File: config.mk
export PLATFORM = sky130hd
export DESIGN_NAME = hazard_stall_ctrl_flat
export DESIGN_NICKNAME = d
export VERILOG_FILES = /design/src/rtl/hazard_stall_ctrl_pkg.sv /design/src/rtl/hazard_stall_ctrl_if.sv /design/src/rtl/hazard_stall_ctrl_sat_counter.sv /design/src/rtl/hazard_stall_ctrl.sv /design/src/flat_wrapper.sv
export SDC_FILE = /design/constraint.sdc
export NUM_CORES = 1
export LEC_CHECK = 0
export CORE_MARGIN = 3
export CORE_UTILIZATION = 27
export CTS_CLUSTER_DIAMETER = 60
export DETAILED_ROUTE_END_ITERATION = 10
export DONT_BUFFER_PORTS = 1
export PLACE_DENSITY = 0.38
export SLEW_MARGIN = 40
export SYNTH_ARGS = -nofsm -noshare
export SYNTH_HDL_FRONTEND = slang
export SYNTH_SLANG_ARGS = --single-unit
export TNS_END_PERCENT = 1
File: constraint.sdc
create_clock -name clk_i -period 2.5 [get_ports clk_i]
set_input_delay 0.375 -clock clk_i [delete_from_list [all_inputs] [get_ports clk_i]]
set_output_delay 0.375 -clock clk_i [all_outputs]
set_load 0.02 [all_outputs]
File: src/rtl/hazard_stall_ctrl_pkg.sv
// Shared pipeline definitions for the hazard/stall controller: state encoding,
// field widths and the load-use detection rule.
package hazard_stall_ctrl_pkg;

    localparam int REG_W  = 3;
    localparam int CNT_W  = 16;
    localparam int WAIT_W = 8;
    localparam logic [WAIT_W-1:0] WAIT_MAX = 8'd255;

    typedef enum logic {
        IDLE     = 1'b0,
        MEM_WAIT = 1'b1
    } state_t;

    // Register 0 is hardwired to zero, so a load targeting it never creates a hazard.
    function automatic logic load_use_hit(
        input logic             memread,
        input logic [REG_W-1:0] rd,
        input logic [REG_W-1:0] rs,
        input logic [REG_W-1:0] rt,
        input logic             uses_rt
    );
        return memread && (rd != '0) && ((rd == rs) || (uses_rt && (rd == rt)));
    endfunction

endpackage

File: src/rtl/hazard_stall_ctrl_if.sv
// Pipeline-side bundle of the hazard/stall controller: hazard sources in,
// stall/flush controls and status out.
interface hazard_stall_ctrl_if;
    import hazard_stall_ctrl_pkg::*;

    logic [REG_W-1:0] id_rs_i;
    logic [REG_W-1:0] id_rt_i;
    logic             id_uses_rt_i;
    logic             ex_memread_i;
    logic [REG_W-1:0] ex_rd_i;
    logic             mem_req_i;
    logic             mem_ack_i;
    logic             branch_taken_i;

    logic             pc_stall_o;
    logic             ifid_stall_o;
    logic             exmem_stall_o;
    logic             idex_bubble_o;
    logic             ifid_flush_o;
    logic [CNT_W-1:0] stall_cnt_o;
    logic             wait_err_o;

    modport master (
        output id_rs_i, id_rt_i, id_uses_rt_i, ex_memread_i, ex_rd_i,
               mem_req_i, mem_ack_i, branch_taken_i,
        input  pc_stall_o, ifid_stall_o, exmem_stall_o, idex_bubble_o,
               ifid_flush_o, stall_cnt_o, wait_err_o
    );

    modport slave (
        input  id_rs_i, id_rt_i, id_uses_rt_i, ex_memread_i, ex_rd_i,
               mem_req_i, mem_ack_i, branch_taken_i,
        output pc_stall_o, ifid_stall_o, exmem_stall_o, idex_bubble_o,
               ifid_flush_o, stall_cnt_o, wait_err_o
    );

endinterface

File: src/rtl/hazard_stall_ctrl_sat_counter.sv
// Up-counter with synchronous clear that sticks at its all-ones value.
module sat_counter #(
    parameter int WIDTH = 8
) (
    input  logic             clk,
    input  logic             rst,
    input  logic             clr,
    input  logic             inc,
    output logic [WIDTH-1:0] count
);

    always_ff @(posedge clk) begin
        if (rst || clr) begin
            count <= '0;
        end else if (inc && (count != '1)) begin
            count <= count + WIDTH'(1);
        end
    end

endmodule

File: src/rtl/hazard_stall_ctrl.sv
// Pipeline hazard controller: load-use bubbles, data-memory wait stalls,
// taken-branch flushes (deferred while memory is pending) and stall statistics.
module hazard_stall_ctrl
    import hazard_stall_ctrl_pkg::*;
(
    input  logic clk_i,
    input  logic rst_i,
    hazard_stall_ctrl_if.slave bus
);

    state_t            state;
    logic              branch_pend;
    logic              wait_err;
    logic [WAIT_W-1:0] wait_cnt;
    logic [CNT_W-1:0]  stall_cnt;

    logic load_use;
    logic mem_miss;
    logic pc_stall;
    logic ifid_stall;
    logic exmem_stall;
    logic idex_bubble;
    logic ifid_flush;

    assign load_use = load_use_hit(bus.ex_memread_i, bus.ex_rd_i, bus.id_rs_i,
                                   bus.id_rt_i, bus.id_uses_rt_i);
    assign mem_miss = bus.mem_req_i && !bus.mem_ack_i;

    // Memory stall outranks a branch flush, which outranks a load-use bubble.
    always_comb begin
        pc_stall    = 1'b0;
        ifid_stall  = 1'b0;
        exmem_stall = 1'b0;
        idex_bubble = 1'b0;
        ifid_flush  = 1'b0;
        if (!rst_i) begin
            unique case (state)
                IDLE: begin
                    if (mem_miss) begin
                        pc_stall    = 1'b1;
                        ifid_stall  = 1'b1;
                        exmem_stall = 1'b1;
                    end else if (bus.branch_taken_i) begin
                        ifid_flush  = 1'b1;
                        idex_bubble = 1'b1;
                    end else if (load_use) begin
                        pc_stall    = 1'b1;
                        ifid_stall  = 1'b1;
                        idex_bubble = 1'b1;
                    end
                end
                MEM_WAIT: begin
                    if (!bus.mem_ack_i) begin
                        pc_stall    = 1'b1;
                        ifid_stall  = 1'b1;
                        exmem_stall = 1'b1;
                    end else if (branch_pend) begin
                        ifid_flush  = 1'b1;
                        idex_bubble = 1'b1;
                    end
                end
                default: ;
            endcase
        end
    end

    // A branch resolved alongside a stalled access is remembered and
    // flushed once the access completes.
    always_ff @(posedge clk_i) begin
        if (rst_i) begin
            state       <= IDLE;
            branch_pend <= 1'b0;
            wait_err    <= 1'b0;
        end else begin
            unique case (state)
                IDLE: begin
                    if (mem_miss) begin
                        state       <= MEM_WAIT;
                        branch_pend <= bus.branch_taken_i;
                    end
                end
                MEM_WAIT: begin
                    if (wait_cnt == WAIT_MAX) begin
                        wait_err <= 1'b1;
                    end
                    if (bus.mem_ack_i) begin
                        state       <= IDLE;
                        branch_pend <= 1'b0;
                    end
                end
                default: state <= IDLE;
            endcase
        end
    end

    sat_counter #(.WIDTH(WAIT_W)) u_wait_cnt (
        .clk   (clk_i),
        .rst   (rst_i),
        .clr   ((state == MEM_WAIT) && bus.mem_ack_i),
        .inc   ((state == MEM_WAIT) && !bus.mem_ack_i),
        .count (wait_cnt)
    );

    sat_counter #(.WIDTH(CNT_W)) u_stall_cnt (
        .clk   (clk_i),
        .rst   (rst_i),
        .clr   (1'b0),
        .inc   (pc_stall),
        .count (stall_cnt)
    );

    assign bus.pc_stall_o    = pc_stall;
    assign bus.ifid_stall_o  = ifid_stall;
    assign bus.exmem_stall_o = exmem_stall;
    assign bus.idex_bubble_o = idex_bubble;
    assign bus.ifid_flush_o  = ifid_flush;
    assign bus.stall_cnt_o   = stall_cnt;
    assign bus.wait_err_o    = wait_err;

endmodule

File: src/flat_wrapper.sv
// flat-port wrapper written by rule: the top's interface ports become plain ports
module hazard_stall_ctrl_flat import hazard_stall_ctrl_pkg::*;
  (clk_i, rst_i, bus_id_rs_i, bus_id_rt_i, bus_id_uses_rt_i, bus_ex_memread_i, bus_ex_rd_i, bus_mem_req_i, bus_mem_ack_i, bus_branch_taken_i, bus_pc_stall_o, bus_ifid_stall_o, bus_exmem_stall_o, bus_idex_bubble_o, bus_ifid_flush_o, bus_stall_cnt_o, bus_wait_err_o);
  hazard_stall_ctrl_if bus_i ();
  input  logic clk_i;
  input  logic rst_i;
  input wire logic [$bits(bus_i.id_rs_i)-1:0] bus_id_rs_i;
  input wire logic [$bits(bus_i.id_rt_i)-1:0] bus_id_rt_i;
  input wire logic [$bits(bus_i.id_uses_rt_i)-1:0] bus_id_uses_rt_i;
  input wire logic [$bits(bus_i.ex_memread_i)-1:0] bus_ex_memread_i;
  input wire logic [$bits(bus_i.ex_rd_i)-1:0] bus_ex_rd_i;
  input wire logic [$bits(bus_i.mem_req_i)-1:0] bus_mem_req_i;
  input wire logic [$bits(bus_i.mem_ack_i)-1:0] bus_mem_ack_i;
  input wire logic [$bits(bus_i.branch_taken_i)-1:0] bus_branch_taken_i;
  output wire logic [$bits(bus_i.pc_stall_o)-1:0] bus_pc_stall_o;
  output wire logic [$bits(bus_i.ifid_stall_o)-1:0] bus_ifid_stall_o;
  output wire logic [$bits(bus_i.exmem_stall_o)-1:0] bus_exmem_stall_o;
  output wire logic [$bits(bus_i.idex_bubble_o)-1:0] bus_idex_bubble_o;
  output wire logic [$bits(bus_i.ifid_flush_o)-1:0] bus_ifid_flush_o;
  output wire logic [$bits(bus_i.stall_cnt_o)-1:0] bus_stall_cnt_o;
  output wire logic [$bits(bus_i.wait_err_o)-1:0] bus_wait_err_o;
  assign bus_i.id_rs_i = bus_id_rs_i;
  assign bus_i.id_rt_i = bus_id_rt_i;
  assign bus_i.id_uses_rt_i = bus_id_uses_rt_i;
  assign bus_i.ex_memread_i = bus_ex_memread_i;
  assign bus_i.ex_rd_i = bus_ex_rd_i;
  assign bus_i.mem_req_i = bus_mem_req_i;
  assign bus_i.mem_ack_i = bus_mem_ack_i;
  assign bus_i.branch_taken_i = bus_branch_taken_i;
  assign bus_pc_stall_o = bus_i.pc_stall_o;
  assign bus_ifid_stall_o = bus_i.ifid_stall_o;
  assign bus_exmem_stall_o = bus_i.exmem_stall_o;
  assign bus_idex_bubble_o = bus_i.idex_bubble_o;
  assign bus_ifid_flush_o = bus_i.ifid_flush_o;
  assign bus_stall_cnt_o = bus_i.stall_cnt_o;
  assign bus_wait_err_o = bus_i.wait_err_o;
  hazard_stall_ctrl u_core (.clk_i(clk_i), .rst_i(rst_i), .bus(bus_i));
endmodule
==> out/metrics.cfg, run 1 <==
[outcome]
status=complete, no violations

[synth]
synth_top_area_share_pct=38.7
synth_top_family_by_area=simple AND/OR/NAND/NOR gates
ys_seq_area_share_pct=38.7
synth-seq-cells=27
yosys_warnings=0
synthSimpleGateAreaFrac_pct=25.8
ys_types=40
synthAdderAreaFrac_pct=1.79
synth_cells=160
avgSynthCellArea_sq_um=8.73
syn-num-nets=178
synth.largest_area_cell=dfxtp_1
synthTopCellsByArea=dfxtp_1 (39%), nor2_1 (5.6%), xor2_1 (5.6%), xnor2_1 (5.0%), nand4_1 (4.5%)
synthesis.area_sq_um=1400
synth_compound_area_share_pct=17.8
synth_xor_area_share_pct=10.7
synthMuxAreaShare_pct=1.43

[detailed_routing]
ant_nets=0
drtPass1Iterations=4
wire_per_inst_microns=14.1
drc=0
via_per_inst=5.09
wl_microns=3350
dr_total_vias=1212
drt_iter0_drc=38

[hold_path]
whs_endpoint=u_core.u_stall_cnt.count[9]
hold_start=rst_i
hold_path_class=in2reg
min_path_cells=1

[grt]
grt_max_degree=16
gr-total-overflow=0
grt.total_usage_pct=11.3
grt_pass1_wl_microns=5600
grt_pass1_vias=1166
antenna_found_initial=0

[setup_path]
required_ns=2.12
slowest_stage=dfxtp_1
crit_arrival_ns=1.95
cpPeakStageDelay_ns=0.47
crit_buf_inv=1
crit_family=compound AO/OA/AOI/OAI gates
path_class=reg2out
reg2reg_slack_ns=0.31
critPathMaxFanout=10
startpoint_type=flip-flop
endpoint_kind=output port
cp_cell_sequence=a21o_1, o21bai_1, inv_1, or2_2
r2r_end=u_core.u_stall_cnt.count[4]
r2r_cells=7
timing.rr.start=u_core.state

[clock_network]
numCtsBuffers=3
clkLatencyLatePin_ns=0.27
cts-resized-gates=0
clock-sinks=27
post_cts_buffers=0
cts_tree=yes
hold_buffers=0
clkTransAtPathRegs_ns=0.10
htreeDepth=1
root_buffer=clkbuf_8
cts_max_path_buffers=2

[power]
internal-power_uw=580
swShare_pct=24.9
power_frac_clock_pct=32.5
p_comb_share_pct=10.5
switchingPower_uw=192
p_leak_uw=0.000561
p_per_area_nw_per_um2=488
p_total_uw=772
pwr-share-seq_pct=57.1
peakVddDrop_mv=0.234

[die]
die_h_microns=77.9
num_rows=25
core_area_sq_um=4850
dieArea_sq_um=6080
start_util_pct=28.8
ios=38
die_w_microns=77.9

[run]
maxCapViolCount=0

[final_layout]
layout-drive-gt1-share_pct=14.6
layout_common_cells=dfxtp_1 (27), nor2_1 (21), buf_4 (13), nand4_1 (10)
layout_commonest_cell=dfxtp_1
fill_cells=518
syn2layout_area_growth_pct=13.2
nNetsFinal=190
antennaDiodeCount=0

[timing]
post-route-period-util_pct=92.9
tightest_slew_ns=0.572
slew_headroom_pct=61.7
drv_slew=0
min_period_ns=2.32
fmax_mhz=431
skew_ns=0.00830
timing_hold_violations_final=0
timing.setup.tns_ns=0
grt_setup_unrepaired=false
setup_viol=0

[place]
gp_congestion=0.768
dp_hpwl_microns=2590
io_buffers=0

==> kinds of logic (layout without fill, tap and decap cells) <==
logic type | Yosys count | in the layout
and+or+nand+nor | 67 | 67
muxes | 2 | 2
buffers and inverters | 9 | 20
xor gates and xnor gates | 17 | 17
AOI/OAI and AO/OA | 36 | 36
DFF | 27 | 27
adders and majority gates | 2 | 2
==> state kept, by name (all words and copies together) (netlist names) <==
register	count
u_core.u_wait_cnt.count	8
u_core.branch_pend	1
u_core.state	1
u_core.bus.wait_err_o	1
u_core.u_stall_cnt.count	16
==> cell usage after synthesis <==
library cell and number:
or3_1 4, and3_1 4, inv_1 3, o2111ai_1 1, nor2b_1 1, clkbuf_1 1, buf_2 1, o311ai_1 3
dfxtp_1 27, xor2_1 9, a211oi_4 1, nor2_1 21, nand3_1 8, buf_6 2, a21o_1 2, nor3b_2 1
o211ai_1 2, a21oi_1 9, or3_4 1, mux2i_1 2, o21ai_0 2, and2_1 1, nor4_2 1, o21bai_1 1
or2_1 1, or2_2 3, buf_1 1, ha_1 2, xnor2_1 8, o31ai_1 3, a31o_2 1, buf_4 1
o21ai_1 7, o41ai_1 3, nor3b_1 1, or4_1 2, nor2_2 1, nand2_1 7, nand4_1 10, a32oi_1 1
==> cell type report <==
| cell class | instances | area, sq um | area share (%) |
|---|---|---|---|
| clock buffer | 4 | 45.0 | 2.85 |
| timing repair buffer | 13 | 97.6 | 6.17 |
| sequential | 27 | 541 | 34.2 |
| multi-input combinational | 124 | 803 | 50.8 |
| inverter | 3 | 11.3 | 0.712 |
| tap | 67 | 83.8 | 5.30 |
==> stage by stage <==
| step | area, sq um | std cells | utilization (%) | setup WS (ns) | hold slack, ns |
|---|---|---|---|---|---|
| after floorplan | 1400 | 160 | - | 0.364 | 0.471 |
| after global placement | 1540 | 234 | 31.7 | 0.346 | 0.448 |
| after detailed placement | 1540 | 234 | 31.7 | 0.319 | 0.449 |
| after CTS | 1580 | 238 | 32.6 | 0.165 | 0.151 |
| after global routing | 1580 | 238 | 32.6 | 0.0345 | 0.143 |
| final | 1580 | 238 | 32.6 | 0.179 | 0.158 |
==> power groups by stage <==
stage	Clock (uW)	Sequential, uW	Combinational (uW)
3_3_place_gp	0	450	80.3
5_1_grt	280	442	89.7
2_1_floorplan	0	454	66.5
3_5_place_dp	0	450	81.6
4_1_cts	263	440	82.0
6_report	251	440	80.8
==> how the worst max path moves through the flow <==
stage / startpoint / endpoint / slack [ns] / cells after the start
3_3_place_gp: bus_mem_ack_i / u_core.u_stall_cnt.count[9] / 0.35 / 6
3_5_place_dp: bus_mem_ack_i / u_core.u_stall_cnt.count[3] / 0.32 / 7
5_1_grt: u_core.state / bus_ifid_stall_o / 0.03 / 4
2_1_floorplan: u_core.u_stall_cnt.count[0] / u_core.u_stall_cnt.count[1] / 0.36 / 8
6_report: u_core.state / bus_ifid_stall_o / 0.18 / 4
4_1_cts: u_core.state / bus_ifid_stall_o / 0.16 / 4
==> routing by layer <==
layer | up-vias | part of all wire, % | wire [microns] | track usage (%)
li1 | 612 | - | - | -
met1 | 560 | 47 | 1580 | 14.4
met2 | 38 | 44 | 1490 | 18.2
met3 | 2 | 8.0 | 267 | 4.41
met4 | 0 | 0.66 | 22 | 2.10
met5 | - | 0 | 0 | 0
No activity file was read; power rests on OpenSTA's default activity.
==> run 2: changes to the inputs <==
--- a/config.mk
+++ b/config.mk
@@ -9,8 +9,7 @@
 export CORE_UTILIZATION = 27
 export CTS_CLUSTER_DIAMETER = 60
 export DETAILED_ROUTE_END_ITERATION = 10
-export DONT_BUFFER_PORTS = 1
-export PLACE_DENSITY = 0.38
+export PLACE_DENSITY = 0.48
 export SLEW_MARGIN = 40
 export SYNTH_ARGS = -nofsm -noshare
 export SYNTH_HDL_FRONTEND = slang
==> run 2 against run 1 <==
  * Critical path depth up 4
  * Cell area grew 29%
  * Core utilization increased by 9.5 points
  * Clock-buffer cell count down 1
  * Final cell count rose by 21%
  * Sequential power is essentially flat
  * Combinational power up 89%
  * Register-to-register slack better by 0.05 ns
==> out/metrics.cfg, run 2 (synthesized netlist as in run 1, its figures left out) <==
[outcome]
status=complete, no violations  ; unchanged

[clock_network]
clkLatencyLatePin_ns=0.28  ; was 0.27 ns
numCtsBuffers=3  ; unchanged
root_buffer=clkbuf_8  ; unchanged
clkTransAtPathRegs_ns=0.10  ; about the same
hold_buffers=0  ; unchanged
htreeDepth=1  ; unchanged
cts_tree=yes  ; unchanged
cts-resized-gates=5  ; was 0
clock-sinks=27  ; unchanged
post_cts_buffers=0  ; unchanged
cts_max_path_buffers=2  ; unchanged

[final_layout]
syn2layout_area_growth_pct=46.2  ; was 13.2%
layout-drive-gt1-share_pct=18.1  ; was 14.6%
fin_cells=288  ; was 238
regMostFlops=u_core.u_stall_cnt.count  ; unchanged
top_regs=u_core.u_stall_cnt.count: 16 flops, u_core.u_wait_cnt.count: 8 flops  ; unchanged
layout_commonest_cell=clkdlybuf4s50_1  ; was dfxtp_1
largest_register_ffs=16  ; unchanged
nNetsFinal=240  ; was 190
layout_common_cells=clkdlybuf4s50_1 (32), buf_4 (27), dfxtp_1 (27), nor2_1 (21), nand4_1 (10)  ; was dfxtp_1 (27), nor2_1 (21), buf_4 (13), nand4_1 (10)
antennaDiodeCount=0  ; unchanged

[setup_path]
path_class=in2out  ; was reg2out
endpoint_kind=output port  ; unchanged
cp_common_cell=nor2_1
startpoint_type=primary input  ; was flip-flop
crit_arrival_ns=2.01  ; was 1.95 ns
critPathMaxFanout=5  ; was 10
required_ns=2.12  ; about the same
slowest_stage=clkdlybuf4s50_1  ; was dfxtp_1
cp_cell_sequence=clkdlybuf4s50_1, buf_4, nor2b_1, nor2_1, a32oi_1, nor2_1, a31o_2, dlygate4sd2_1  ; was a21o_1, o21bai_1, inv_1, or2_2
cpPeakStageDelay_ns=0.43  ; was 0.47 ns

[grt]
top_usage_layer=met2  ; unchanged
grt_pass1_wl_microns=6350  ; was 5600 microns
grt_util_met2_pct=22.6  ; was 18.2%
grt.total_usage_pct=12.7  ; was 11.3%
grt_pass1_vias=1451  ; was 1166
grt_use_met1_pct=15.2  ; was 14.4%
grt_max_degree=16  ; unchanged
antenna_found_initial=0  ; unchanged
gr-total-overflow=0  ; unchanged
globalRouteMet3Util_pct=2.44  ; was 4.41%

[timing]
timing.setup.tns_ns=0  ; unchanged
setup_viol=0  ; unchanged
slew_headroom_pct=63.0  ; was 61.7%
skew_ns=0.00821  ; was 0.00830 ns
tightest_slew_ns=0.552  ; was 0.572 ns
timing_hold_violations_final=0  ; unchanged
setup_ws_ns=0.119  ; was 0.179 ns
post-route-period-util_pct=95.2  ; was 92.9%
fmax_mhz=420  ; was 431 MHz
grt_setup_unrepaired=false  ; unchanged
drv_slew=0  ; unchanged
min_period_ns=2.38  ; was 2.32 ns

[place]
dp_hpwl_microns=2890  ; was 2590 microns
dp_cells=284  ; was 234
pre_cts_ws_ns=-0.130  ; was 0.319 ns
gp_congestion=0.747  ; was 0.768
io_buffers=37  ; was 0

[die]
num_rows=25  ; unchanged
core_area_sq_um=4850  ; unchanged
die_w_microns=77.9  ; unchanged
dieArea_sq_um=6080  ; unchanged
ios=38  ; unchanged
start_util_pct=28.8  ; unchanged
die_h_microns=77.9  ; unchanged

[detailed_routing]
drc=0  ; unchanged
drt_iter0_drc=58  ; was 38
dr_total_vias=1410  ; was 1212
via_per_inst=4.90  ; was 5.09
wl_microns=3730  ; was 3350 microns
drtPass1Iterations=4  ; unchanged
ant_nets=0  ; unchanged
wire_per_inst_microns=12.9  ; was 14.1 microns

[power]
peakVddDrop_mv=0.181  ; was 0.234 mV
p_per_area_nw_per_um2=418  ; was 488 nW/um^2
p_total_uw=854  ; was 772 uW
p_leak_uw=0.000770  ; was 0.000561 uW

[hold_path]
hold_path_class=reg2reg  ; was in2reg

[run]
maxCapViolCount=0  ; unchanged

==> run 2: layer usage <==
| metal | up-vias | wire [microns] |
|---|---|---|
| li1 | 708 | - |
| met1 | 651 | 1750 |
| met2 | 47 | 1740 |
| met3 | 4 | 198 |
| met4 | 0 | 37 |
| met5 | - | 0 |
==> run 2: final timing paths <==
check / startpoint / endpoint / slack (ns) / depth (start not counted)
worst max-delay path: bus_mem_ack_i / bus_idex_bubble_o / 0.12 / 8
worst min-delay path: u_core.bus.wait_err_o / u_core.bus.wait_err_o / 0.48 / 2
worst max register to register: u_core.u_stall_cnt.count[3] / u_core.u_stall_cnt.count[1] / 0.36 / 7
worst min register to register: u_core.bus.wait_err_o / u_core.bus.wait_err_o / 0.48 / 2
==> run 2: layout make-up <==
cell class,count,area (sq um)
fillers,481,2810
multi-input cells,124,803
repair buffers,63,558
flip-flops and latches,27,541
well taps,67,83.8
clock buffers,3,41.3
inverters,3,11.3
clock inverters,1,5.00
==> run 2: where the power goes <==
part	total [uW]	internal, uW	leakage (uW)	switching (uW)
sequential	441	435	0.000218	5.48
clock	261	112	0.0000255	149
combinational	153	81.5	0.000527	71.2
==> run 2: worst max-delay path: cells and delay by family <==
family / cells / cell delay (ns)
AO/OA/AOI/OAI: 2 / 0.39
AND/OR/NAND/NOR: 3 / 0.33
buffers and inverters: 3 / 0.91
==> run 2: through the flow <==
step                utilization, %  area, sq um  hold WS (ns)
floorplan                        -         1400         0.471
global placement              41.3         2000         0.470
detailed placement            41.3         2000         0.466
CTS                           42.1         2040         0.489
global route                  42.1         2040         0.516
finish                        42.1         2040         0.483
